[src/rtl/calendar_pkg.sv]
`default_nettype none
// +--------------------------------------------------------------------+
// | Module  : calendar_pkg                                             |
// | Brief   : Shared calendar constants, load FSM states, date helpers |
// | Revision: 1.0                                                      |
// +--------------------------------------------------------------------+
package calendar_pkg;

    localparam logic [6:0] c_JAN = 7'd1;
    localparam logic [6:0] c_FEB = 7'd2;
    localparam logic [6:0] c_MAR = 7'd3;
    localparam logic [6:0] c_APR = 7'd4;
    localparam logic [6:0] c_MAY = 7'd5;
    localparam logic [6:0] c_JUN = 7'd6;
    localparam logic [6:0] c_JUL = 7'd7;
    localparam logic [6:0] c_AUG = 7'd8;
    localparam logic [6:0] c_SEP = 7'd9;
    localparam logic [6:0] c_OCT = 7'd10;
    localparam logic [6:0] c_NOV = 7'd11;
    localparam logic [6:0] c_DEC = 7'd12;

    localparam logic [6:0] c_SUN = 7'd0;
    localparam logic [6:0] c_MON = 7'd1;
    localparam logic [6:0] c_TUE = 7'd2;
    localparam logic [6:0] c_WED = 7'd3;
    localparam logic [6:0] c_THU = 7'd4;
    localparam logic [6:0] c_FRI = 7'd5;
    localparam logic [6:0] c_SAT = 7'd6;

    typedef enum logic [1:0] {
        S_IDLE  = 2'd0,
        S_DIV   = 2'd1,
        S_CHECK = 2'd2,
        S_ACK   = 2'd3
    } state_t;

    // Gregorian rule expressed without a divider: mod400 is tracked separately.
    function automatic logic is_leap(input logic [1:0] year_lo, input logic [8:0] mod400);
        return (year_lo == 2'b00) && (mod400 != 9'd100) &&
               (mod400 != 9'd200) && (mod400 != 9'd300);
    endfunction

    function automatic logic [6:0] days_in_month(input logic [6:0] month, input logic leap);
        logic [6:0] d;
        case (month)
            c_JAN, c_MAR, c_MAY, c_JUL, c_AUG, c_OCT, c_DEC: d = 7'd31;
            c_APR, c_JUN, c_SEP, c_NOV:                      d = 7'd30;
            c_FEB:                                           d = leap ? 7'd29 : 7'd28;
            default:                                         d = 7'd0;
        endcase
        return d;
    endfunction

    function automatic logic [6:0] next_dow(input logic [6:0] dow);
        logic [6:0] n;
        case (dow)
            c_SUN:   n = c_MON;
            c_MON:   n = c_TUE;
            c_TUE:   n = c_WED;
            c_WED:   n = c_THU;
            c_THU:   n = c_FRI;
            c_FRI:   n = c_SAT;
            default: n = c_SUN;
        endcase
        return n;
    endfunction

endpackage
`default_nettype wire

[src/rtl/calendar_counter_if.sv]
`default_nettype none
// +--------------------------------------------------------------------+
// | Module  : calendar_counter_if                                      |
// | Brief   : Date-load handshake between requester and calendar       |
// | Revision: 1.0                                                      |
// +--------------------------------------------------------------------+
interface calendar_counter_if #(
    parameter int YEAR_W = 15
) ();
    logic              load_req;
    logic [YEAR_W-1:0] load_year;
    logic [6:0]        load_month;
    logic [6:0]        load_day;
    logic [6:0]        load_dow;
    logic              load_ack;
    logic              load_err;
    logic              busy;

    modport master (
        output load_req, load_year, load_month, load_day, load_dow,
        input  load_ack, load_err, busy
    );

    modport slave (
        input  load_req, load_year, load_month, load_day, load_dow,
        output load_ack, load_err, busy
    );
endinterface
`default_nettype wire

[src/rtl/year_mod400.sv]
`default_nettype none
// +--------------------------------------------------------------------+
// | Module  : year_mod400                                              |
// | Brief   : Iterative year mod 400, one subtraction per cycle        |
// | Revision: 1.0                                                      |
// +--------------------------------------------------------------------+
module year_mod400 #(
    parameter int YEAR_W = 15
) (
    input  logic              clk,
    input  logic              rst,
    input  logic              start,
    input  logic [YEAR_W-1:0] year,
    output logic [8:0]        rem,
    output logic              done
);
    localparam logic [YEAR_W-1:0] c_DIVISOR = YEAR_W'(400);

    logic [YEAR_W-1:0] r_rem;
    logic              r_run;

    always_ff @(posedge clk) begin
        if (!rst) begin
            r_rem <= '0;
            r_run <= 1'b0;
        end else if (start) begin
            r_rem <= year;
            r_run <= 1'b1;
        end else if (r_run) begin
            if (r_rem >= c_DIVISOR) begin
                r_rem <= r_rem - c_DIVISOR;
            end else begin
                r_run <= 1'b0;
            end
        end
    end

    // rem stays stable after done, so the consumer may sample it a cycle later.
    assign done = r_run && (r_rem < c_DIVISOR);
    assign rem  = r_rem[8:0];

endmodule
`default_nettype wire

[src/rtl/calendar_counter.sv]
`default_nettype none
// +--------------------------------------------------------------------+
// | Module  : calendar_counter                                         |
// | Brief   : Day-granular Gregorian calendar with validated date load |
// | Revision: 1.0                                                      |
// +--------------------------------------------------------------------+
module calendar_counter
    import calendar_pkg::*;
#(
    parameter int YEAR_W       = 15,
    parameter int RESET_YEAR   = 2000,
    parameter int RESET_DOW    = 6,
    parameter int RESET_MOD400 = 0
) (
    input  logic              clk,
    input  logic              rst,
    input  logic              tick,
    calendar_counter_if.slave lif,
    output logic [YEAR_W-1:0] year,
    output logic [6:0]        month,
    output logic [6:0]        day,
    output logic [6:0]        day_of_week,
    output logic              leap,
    output logic              month_roll,
    output logic              year_roll,
    output logic              tick_drop
);
    state_t            r_state;
    state_t            w_next;
    logic [YEAR_W-1:0] r_year;
    logic [6:0]        r_month;
    logic [6:0]        r_day;
    logic [6:0]        r_dow;
    logic [8:0]        r_mod400;
    logic [YEAR_W-1:0] r_sh_year;
    logic [6:0]        r_sh_month;
    logic [6:0]        r_sh_day;
    logic [6:0]        r_sh_dow;
    logic              r_err;
    logic              r_month_roll;
    logic              r_year_roll;
    logic              r_tick_drop;

    logic              w_start;
    logic              w_done;
    logic [8:0]        w_rem;
    logic              w_leap;
    logic [6:0]        w_dim;
    logic              w_sh_leap;
    logic [6:0]        w_sh_dim;
    logic              w_sh_valid;
    logic              w_tick_ok;
    logic              w_tick_drop;

    year_mod400 #(.YEAR_W(YEAR_W)) u_mod400 (
        .clk   (clk),
        .rst   (rst),
        .start (w_start),
        .year  (lif.load_year),
        .rem   (w_rem),
        .done  (w_done)
    );

    assign w_leap     = is_leap(r_year[1:0], r_mod400);
    assign w_dim      = days_in_month(r_month, w_leap);
    assign w_sh_leap  = is_leap(r_sh_year[1:0], w_rem);
    assign w_sh_dim   = days_in_month(r_sh_month, w_sh_leap);
    assign w_sh_valid = (r_sh_month >= c_JAN) && (r_sh_month <= c_DEC) &&
                        (r_sh_day != 7'd0) && (r_sh_day <= w_sh_dim) &&
                        (r_sh_dow <= c_SAT);

    // The ACK cycle already holds the committed date, so ticks there are safe.
    assign w_tick_ok   = tick && (((r_state == S_IDLE) && !lif.load_req) || (r_state == S_ACK));
    assign w_tick_drop = tick && !w_tick_ok;

    always_comb begin
        w_next  = r_state;
        w_start = 1'b0;
        case (r_state)
            S_IDLE: begin
                if (lif.load_req) begin
                    w_next  = S_DIV;
                    w_start = 1'b1;
                end
            end
            S_DIV:   if (w_done) w_next = S_CHECK;
            S_CHECK: w_next = S_ACK;
            S_ACK:   w_next = S_IDLE;
            default: w_next = S_IDLE;
        endcase
    end

    always_ff @(posedge clk) begin
        if (!rst) begin
            r_state      <= S_IDLE;
            r_year       <= YEAR_W'(RESET_YEAR);
            r_month      <= c_JAN;
            r_day        <= 7'd1;
            r_dow        <= 7'(RESET_DOW);
            r_mod400     <= 9'(RESET_MOD400);
            r_sh_year    <= '0;
            r_sh_month   <= '0;
            r_sh_day     <= '0;
            r_sh_dow     <= '0;
            r_err        <= 1'b0;
            r_month_roll <= 1'b0;
            r_year_roll  <= 1'b0;
            r_tick_drop  <= 1'b0;
        end else begin
            r_state      <= w_next;
            r_month_roll <= 1'b0;
            r_year_roll  <= 1'b0;
            r_tick_drop  <= w_tick_drop;

            if (w_start) begin
                r_sh_year  <= lif.load_year;
                r_sh_month <= lif.load_month;
                r_sh_day   <= lif.load_day;
                r_sh_dow   <= lif.load_dow;
            end

            if (r_state == S_CHECK) begin
                r_err <= !w_sh_valid;
                if (w_sh_valid) begin
                    r_year   <= r_sh_year;
                    r_month  <= r_sh_month;
                    r_day    <= r_sh_day;
                    r_dow    <= r_sh_dow;
                    r_mod400 <= w_rem;
                end
            end else if (w_tick_ok) begin
                r_dow <= next_dow(r_dow);
                if (r_day < w_dim) begin
                    r_day <= r_day + 7'd1;
                end else begin
                    r_day        <= 7'd1;
                    r_month_roll <= 1'b1;
                    if (r_month < c_DEC) begin
                        r_month <= r_month + 7'd1;
                    end else begin
                        r_month     <= c_JAN;
                        r_year_roll <= 1'b1;
                        if (&r_year) begin
                            r_year   <= '0;
                            r_mod400 <= '0;
                        end else begin
                            r_year   <= r_year + YEAR_W'(1);
                            r_mod400 <= (r_mod400 == 9'd399) ? 9'd0 : r_mod400 + 9'd1;
                        end
                    end
                end
            end
        end
    end

    assign lif.load_ack = (r_state == S_ACK);
    assign lif.load_err = (r_state == S_ACK) && r_err;
    assign lif.busy     = (r_state != S_IDLE);

    assign year        = r_year;
    assign month       = r_month;
    assign day         = r_day;
    assign day_of_week = r_dow;
    assign leap        = w_leap;
    assign month_roll  = r_month_roll;
    assign year_roll   = r_year_roll;
    assign tick_drop   = r_tick_drop;

endmodule
`default_nettype wire

[src/flat_wrapper.sv]
// flat-port wrapper written by rule: the top's interface ports become plain ports
module calendar_counter_flat import calendar_pkg::*;
#(
    parameter int YEAR_W       = 15,
    parameter int RESET_YEAR   = 2000,
    parameter int RESET_DOW    = 6,
    parameter int RESET_MOD400 = 0
)
  (clk, rst, tick, year, month, day, day_of_week, leap, month_roll, year_roll, tick_drop, lif_load_req, lif_load_year, lif_load_month, lif_load_day, lif_load_dow, lif_load_ack, lif_load_err, lif_busy);
  calendar_counter_if #(.YEAR_W(YEAR_W)) lif_i ();
  input  logic clk;
  input  logic rst;
  input  logic tick;
  output logic [YEAR_W-1:0] year;
  output logic [6:0] month;
  output logic [6:0] day;
  output logic [6:0] day_of_week;
  output logic leap;
  output logic month_roll;
  output logic year_roll;
  output logic tick_drop;
  input wire logic [$bits(lif_i.load_req)-1:0] lif_load_req;
  input wire logic [$bits(lif_i.load_year)-1:0] lif_load_year;
  input wire logic [$bits(lif_i.load_month)-1:0] lif_load_month;
  input wire logic [$bits(lif_i.load_day)-1:0] lif_load_day;
  input wire logic [$bits(lif_i.load_dow)-1:0] lif_load_dow;
  output wire logic [$bits(lif_i.load_ack)-1:0] lif_load_ack;
  output wire logic [$bits(lif_i.load_err)-1:0] lif_load_err;
  output wire logic [$bits(lif_i.busy)-1:0] lif_busy;
  assign lif_i.load_req = lif_load_req;
  assign lif_i.load_year = lif_load_year;
  assign lif_i.load_month = lif_load_month;
  assign lif_i.load_day = lif_load_day;
  assign lif_i.load_dow = lif_load_dow;
  assign lif_load_ack = lif_i.load_ack;
  assign lif_load_err = lif_i.load_err;
  assign lif_busy = lif_i.busy;
  calendar_counter #(.YEAR_W(YEAR_W), .RESET_YEAR(RESET_YEAR), .RESET_DOW(RESET_DOW), .RESET_MOD400(RESET_MOD400)) u_core (.clk(clk), .rst(rst), .tick(tick), .lif(lif_i), .year(year), .month(month), .day(day), .day_of_week(day_of_week), .leap(leap), .month_roll(month_roll), .year_roll(year_roll), .tick_drop(tick_drop));
endmodule
[config.mk]
export PLATFORM = sky130hd
export DESIGN_NAME = calendar_counter_flat
export DESIGN_NICKNAME = d
export VERILOG_FILES = /design/src/rtl/calendar_pkg.sv /design/src/rtl/calendar_counter_if.sv /design/src/rtl/year_mod400.sv /design/src/rtl/calendar_counter.sv /design/src/flat_wrapper.sv
export SDC_FILE = /design/constraint.sdc
export NUM_CORES = 1
export LEC_CHECK = 0
export ABC_AREA = 1
export BUFFER_PORTS_ARGS = -buffer_cell sky130_fd_sc_hd__buf_2
export CAP_MARGIN = 0
export CORE_MARGIN = 2
export CORE_UTILIZATION = 40
export DETAILED_ROUTE_END_ITERATION = 16
export GPL_ROUTABILITY_DRIVEN = 0
export GPL_TIMING_DRIVEN = 0
export PLACE_DENSITY_LB_ADDON = 0.08
export SLEW_MARGIN = 20
export SYNTH_ARGS = -nofsm -noshare
export SYNTH_HDL_FRONTEND = slang
export SYNTH_SLANG_ARGS = --single-unit
[constraint.sdc]
create_clock -name clk -period 3.5 [get_ports clk]
set_input_delay 0.7 -clock clk [delete_from_list [all_inputs] [get_ports clk]]
set_output_delay 0.7 -clock clk [all_outputs]
set_load 0.005 [all_outputs]
After elaboration in Yosys (flattened, before gate mapping)
Cells that the tools add are included.
Operators by class
  add/sub/neg operators: 5
  multiply operators: 0
  div/mod/pow operators: 0
  order comparisons: 8
  equality and inequality tests: 44
  shift operators: 0
  multiplexer cells: 43
  bitwise operators: 2
  reductions and logical operators: 40
Operator list (number)
  $mux W15: 9
  $mux W7: 12
  $eq A7 B3 Y1 const B: 10
  $eq A7 B4 Y1 const B: 10
  $mux W9: 7
  $eq A7 B2 Y1 const B: 6
  $pmux W7 S3: 2
  $eq A7 B1 Y1 const B: 3
  $ne A9 B7 Y1 const B: 2
  $ne A9 B8 Y1 const B: 2
  $ne A9 B9 Y1 const B: 2
  $pmux W3 S6: 1
  $add A15 B1 Y15 const B: 1
  $ge A15 B9 Y1 const B: 1
  $logic_and A1 B1 Y1: 15
  $lt A15 B9 Y1 const B: 1
  $reduce_and A15 Y1: 1
  $sub A15 B9 Y15 const B: 1
  $add A7 B1 Y7 const B: 2
  $reduce_or A7 Y1: 2
  $reduce_or A4 Y1: 3
  $add A9 B1 Y9 const B: 1
  $eq A9 B9 Y1 const B: 1
  $mux W1: 9
  other kinds (23): 38
Word-level totals
  register bits: 103
  bits in latches: 0
  RAM bits: 0
  bits in read-only memories: 0
  bits of input ports: 40
  output and inout bits: 43
  logic and storage cells: 158
  memories kept: 0

Logic depth before layout (Yosys ltp)
  depth in word-level cells: 11
  mapped depth: 19
  mapped depth without buffers: 18

Modules after synthesis
Synthesis repeated with hierarchy kept, for this count alone.
Unflattened totals
  cell total of the unflattened synthesis: 913
  area, all modules: 6058.3 um^2
Modules (own cells, without submodules)
  calendar_counter: times used 1, cells each 739, area an instance 5008.6 um^2, seq. area each 1741.7 um^2
  year_mod400: times used 1, cells each 174, area an instance 1049.8 um^2, seq. area each 320.3 um^2

Least setup slack after synthesis
No wires, ideal clock.
  path kind: reg-to-reg
  start: register u_core.r_month[0], in the netlist u_core.month[0]
  end: register u_core.r_mod400[3]
  library setup time: 0.064 ns
  arrival time: 2.518 ns
  required time: 3.436 ns
  path slack: 0.918 ns
  cell stages (with the launch flop): 16
  buffers on the path: 2
  clock period less this slack: 2.582 ns
  cells stage by stage: dfxtp_1 inv_1 ha_1 inv_1 nor2_1 o31ai_1 nand2_1 nor2_1 ha_1 a211oi_1 nand3_2 nand3_2 buf_6 buf_6 nor2_1 nor2_1
Between the ends
  longest elaborated chain between the ends: 6
  elaborated cells on any way between the ends: 20
  classes of those cells: order compare (2); eq/ne (14); mux (1); reduce/logical (3)
Ends and longest elaborated chain
  from (decl): line calendar_counter.sv:31  | logic [6:0] r_month;
  from (signal assigned): line calendar_counter.sv:97  | r_month <= c_JAN;
  from (signal assigned): line calendar_counter.sv:126  | r_month <= r_sh_month;
  from (signal assigned): line calendar_counter.sv:139  | r_month <= r_month + 7'd1;
  $eq A7 B1 Y1 (tied with other cells): line calendar_pkg.sv:45  | case (month)
  $reduce_or A7 Y1 / $reduce_or A4 Y1 (equally long branches): line calendar_pkg.sv:45
  $pmux W7 S3: line calendar_pkg.sv:45
  $lt A7 B7 Y1: line calendar_counter.sv:133  | if (r_day < w_dim) begin
  $ne A2 B1 Y1 (no source line)
  $reduce_and A4 Y1 (no source line) (*)
  to (signal assigned): line calendar_counter.sv:100  | r_mod400 <= 9'(RESET_MOD400);
  to (signal assigned): line calendar_counter.sv:129  | r_mod400 <= w_rem;
  to (signal assigned): line calendar_counter.sv:148  | r_mod400 <= (r_mod400 == 9'd399) ? 9'd0 : r_mod400 + 9'd1;
  to (decl): line calendar_counter.sv:34  | logic [8:0] r_mod400;
Mark *: on every way between the ends. The rest lies on a longest branch, timed or not.
A chain may end at the register's enable or synchronous reset.

Worst setup path after layout
  start: register u_core.r_sh_month[4]
  end: register u_core.r_day[4], in the netlist u_core.day[4]
Between the ends
  longest elaborated chain between the ends: 8
  elaborated cells on any way between the ends: 24
  classes of those cells: order compare (3); eq/ne (13); mux (1); reduce/logical (7)
Ends and longest elaborated chain
  from (decl): line calendar_counter.sv:36  | logic [6:0] r_sh_month;
  from (signal assigned): line calendar_counter.sv:117  | r_sh_month <= lif.load_month;
  $eq A7 B1 Y1 (tied with other cells): line calendar_pkg.sv:45
  $reduce_or A7 Y1 / $reduce_or A4 Y1 (equally long branches): line calendar_pkg.sv:45
  $pmux W7 S3: line calendar_pkg.sv:45
  $le A7 B7 Y1: line calendar_counter.sv:69  | (r_sh_day != 7'd0) && (r_sh_day <= w_sh_dim) &&
  $logic_and A1 B1 Y1 (*) (2 in series): line calendar_counter.sv:69
  $ne A2 B1 Y1 (no source line) (*)
  $reduce_and A2 Y1 (no source line) (*)
  to (signal assigned): line calendar_counter.sv:127  | r_day <= r_sh_day;
  to (signal assigned): line calendar_counter.sv:134  | r_day <= r_day + 7'd1;
  to (decl): line calendar_counter.sv:32  | logic [6:0] r_day;
Marks and branches as above.

==> impl_metrics.csv <==
group,metric,value,unit
run_status,status,"complete, no violations",
cells_and_area,drive_gt1_share,12.7,%
setup_path,crit_path_frequent_cell,"a21oi_1",
setup_path,crit_buf_inv,2,
routing,avgRoutedWirePerCell,15.3,microns
timing,setup-tns-final,0,ns
grt,grt_max_degree,18,
logic_synthesis,synth_edf_count,0,
routing,drt_iter0_drc,440,
flow_run,drv_cap,0,
pwr,power_leakage,3.10,nW
floorplanning,io_pins,83,
placed_design,dp_hpwl,12800,microns
cts,tritoncts,"built",
timing,worst_pin_slew,0.687,ns
setup_path,ff2ff_path_depth,14,
cts,post_cts_buffers,0,
setup_path,crit_start,"u_core.r_sh_month[4]",
cts,cts_buffer_depth,2,
grt,grt_pass1_vias,5235,
setup_path,rrSetupSlack,0.39,ns
setup_path,crit_type,"flip-flop to flip-flop",
floorplanning,die_x,122,microns
cells_and_area,area_growth,16.9,%
logic_synthesis,yosysWarningCount,0,
timing,fin_crit_sh,89.0,%
logic_synthesis,ys.flop_type,"dfxtp_1",
logic_synthesis,synthArstFlopShare,0,%
routing,routed_wl,16800,microns
setup_path,path_cells,"nor3_1 -> nand4_1 -> o41ai_1 -> ha_1 -> o21bai_1 -> a21oi_1 -> o21ai_0 -> o21ai_0 -> nand2_1 -> nand2_1 -> inv_1 -> clkbuf_1 -> a21oi_1 -> a21oi_1",
floorplanning,rows,43,
logic_synthesis,synthMuxAreaShare,0,%
grt,grt-ovfl-total,0,
routing,vias_per_cell,5.22,
placed_design,portBuffers,81,
floorplanning,core,0.0138,sq mm
grt,antenna_found_initial,0,
routing,drtPass1Iterations,5,
logic_synthesis,synth_compound_area_share,16.5,%
routing,route.detailed.drc,0,
floorplanning,fp.dieArea,0.0149,sq mm
logic_synthesis,postSynthAreaPerCell,6.80,sq um
timing,rsz0062_at_grt,"false",
floorplanning,initial_core_util,40.5,%
logic_synthesis,yosys.area_share.simple,28.9,%
floorplanning,die_y,122,microns
pwr,vdd_drop_max,0.332,mV
logic_synthesis,yosys_register_bits,103,
cells_and_area,post-route-util,47.4,%
worst_hold_path,hp-class,"flip-flop to flip-flop",
logic_synthesis,netlist_area,0.00558,sq mm
timing,final_max_slew_viol_count,0,
logic_synthesis,syn_nets,888,
routing,vias,5727,
logic_synthesis,yosys.area_share.xor_xnor,2.82,%
setup_path,cp_num_cells,14,
cts,hold_buffers,0,
cts,ctsRootBufferMaster,"clkbuf_16",
setup_path,cp_top_family,"compound AO/OA/AOI/OAI gates",
cells_and_area,nets,980,
cts,clk_pin_slew,0.07,ns
timing,fmax,321,MHz
cts,numCtsBuffers,9,
routing,ant_nets,0,
cts,cts_resized,0,
setup_path,r2r-start,"u_core.r_sh_month[4]",
setup_path,cp-end-kind,"flip-flop",
timing,final.min_clock_period,3.11,ns
setup_path,critPathArrivalTime,3.35,ns
cells_and_area,final_cell_mix,"nand2_1, nor2_1, dfxtp_1",
timing,finalHoldViolCount,0,
setup_path,required,3.74,ns
pwr,finalPower,0.00446,W
grt,grt_pass1_wl,26800,microns
pwr,p_per_area,683,mW/mm^2
timing,slew_headroom,54.2,%
setup_path,reg2reg_to,"u_core.day[4]",
timing,clock_skew,0.0107,ns
cells_and_area,diodes,0,
logic_synthesis,synth_top_family_by_area,"simple AND/OR/NAND/NOR gates",
setup_path,crit_slowest_cell,"nor3_1",
setup_path,critPathCapture,"u_core.day[4]",
setup_path,critPathMaxFanout,10,
grt,grt_usage,23.3,%
logic_synthesis,synthAdderAreaFrac,6.05,%
cts,clock-sinks,103,
logic_synthesis,ys_seq_area_share,36.9,%
setup_path,slowest_delay,0.49,ns
setup_path,cp-start-kind,"flip-flop",
cts,h-tree-depth,3,
cells_and_area,layout_commonest_cell,"nand2_1",
logic_synthesis,syn_inst,821,
timing,setup_viol,0,
logic_synthesis,synth_cell_types,39,
cts,clk_latency,0.36,ns
final cells by class:
cell class                 count  area [sq um]
buffer                        37           171
clock buffer                  10           239
clock inverter                 6          68.8
fill                        1432          7250
inverter                      84           315
multi-input combinational    597          3040
sequential                   103          2060
tap                          180           225
timing repair buffer          81           405
cell families (layout without fill, tap and decap cells):
logic type / after synthesis / in the layout
XOR/XNOR: 18 / 18
AO/OA/AOI/OAI: 166 / 166
flip-flops: 103 / 103
AND/OR/NAND/NOR: 386 / 386
adder cells (fa/ha/maj): 27 / 27
buffers and inverters: 121 / 218
registers in the layout, summed over array words and instances, names as in the netlist:
signal,cells
u_core.month_roll,1
u_core.r_sh_month,7
u_core.u_mod400.r_rem,15
u_core.year,15
u_core.u_mod400.r_run,1
u_core.r_sh_year,15
u_core.r_sh_dow,7
u_core.r_err,1
u_core.day_of_week,7
u_core.year_roll,1
u_core.r_mod400,9
u_core.r_state,2
u_core.day,7
u_core.tick_drop,1
u_core.r_sh_day,7
u_core.month,7
how the worst min path moves through the flow:
stage	depth (start not counted)	startpoint	to
after floorplan	2	u_core.r_sh_dow[1]	u_core.r_sh_dow[1]
after global placement	2	u_core.day[6]	u_core.day[6]
after detailed placement	2	u_core.day[6]	u_core.day[6]
after CTS	2	u_core.day[6]	u_core.day[6]
after global routing	2	u_core.day_of_week[5]	u_core.day_of_week[5]
final	2	u_core.day[6]	u_core.day[6]
cell usage after synthesis, types with 5 or more instances:
cell	number	area share, %
dfxtp_1	103	37
ha_1	27	6.1
a21oi_1	48	4.3
inv_1	84	5.6
buf_1	8	0.54
a31oi_1	12	1.3
nand2_1	185	12
nand3_1	37	3.3
xor2_1	16	2.5
o211ai_1	5	0.67
nor3_1	11	0.99
o21ai_0	78	7.0
nor2_1	117	7.9
clkbuf_1	20	1.3
nand4_1	18	2.0
buf_2	5	0.45
or2_2	5	0.56
stage by stage:
step	cell area [sq um]	std cells	worst slack [ns]	hold slack, ns
final	6530	1098	0.386	0.450
after global routing	6530	1098	0.0308	0.465
after CTS	6520	1098	0.319	0.455
after detailed placement	6210	1082	0.356	0.445
after global placement	6210	1082	0.412	0.438
after floorplan	5580	821	0.918	0.440
tightest hold or removal path, cell delays in order, from the launching register on:
cell	delay (ns)
dfxtp_1	0.32
nand2_1	0.06
nor2_1	0.03
layer usage:
metal | GRT usage [%] | vias up | wire length, microns
li1 | - | 2875 | -
met1 | 33.8 | 2660 | 8120
met2 | 36.6 | 173 | 7470
met3 | 2.43 | 19 | 976
met4 | 6.61 | 0 | 222
met5 | 0 | - | 0
power by group:
part	internal [W]	switching [W]	total [W]	leakage, nW
Clock	0.000579	0.000480	0.00106	0.149
Combinational	0.000612	0.00113	0.00174	2.11
Sequential	0.00142	0.000243	0.00166	0.842
Total	0.00261	0.00185	0.00446	3.10
No activity file was read; power rests on OpenSTA's default activity.
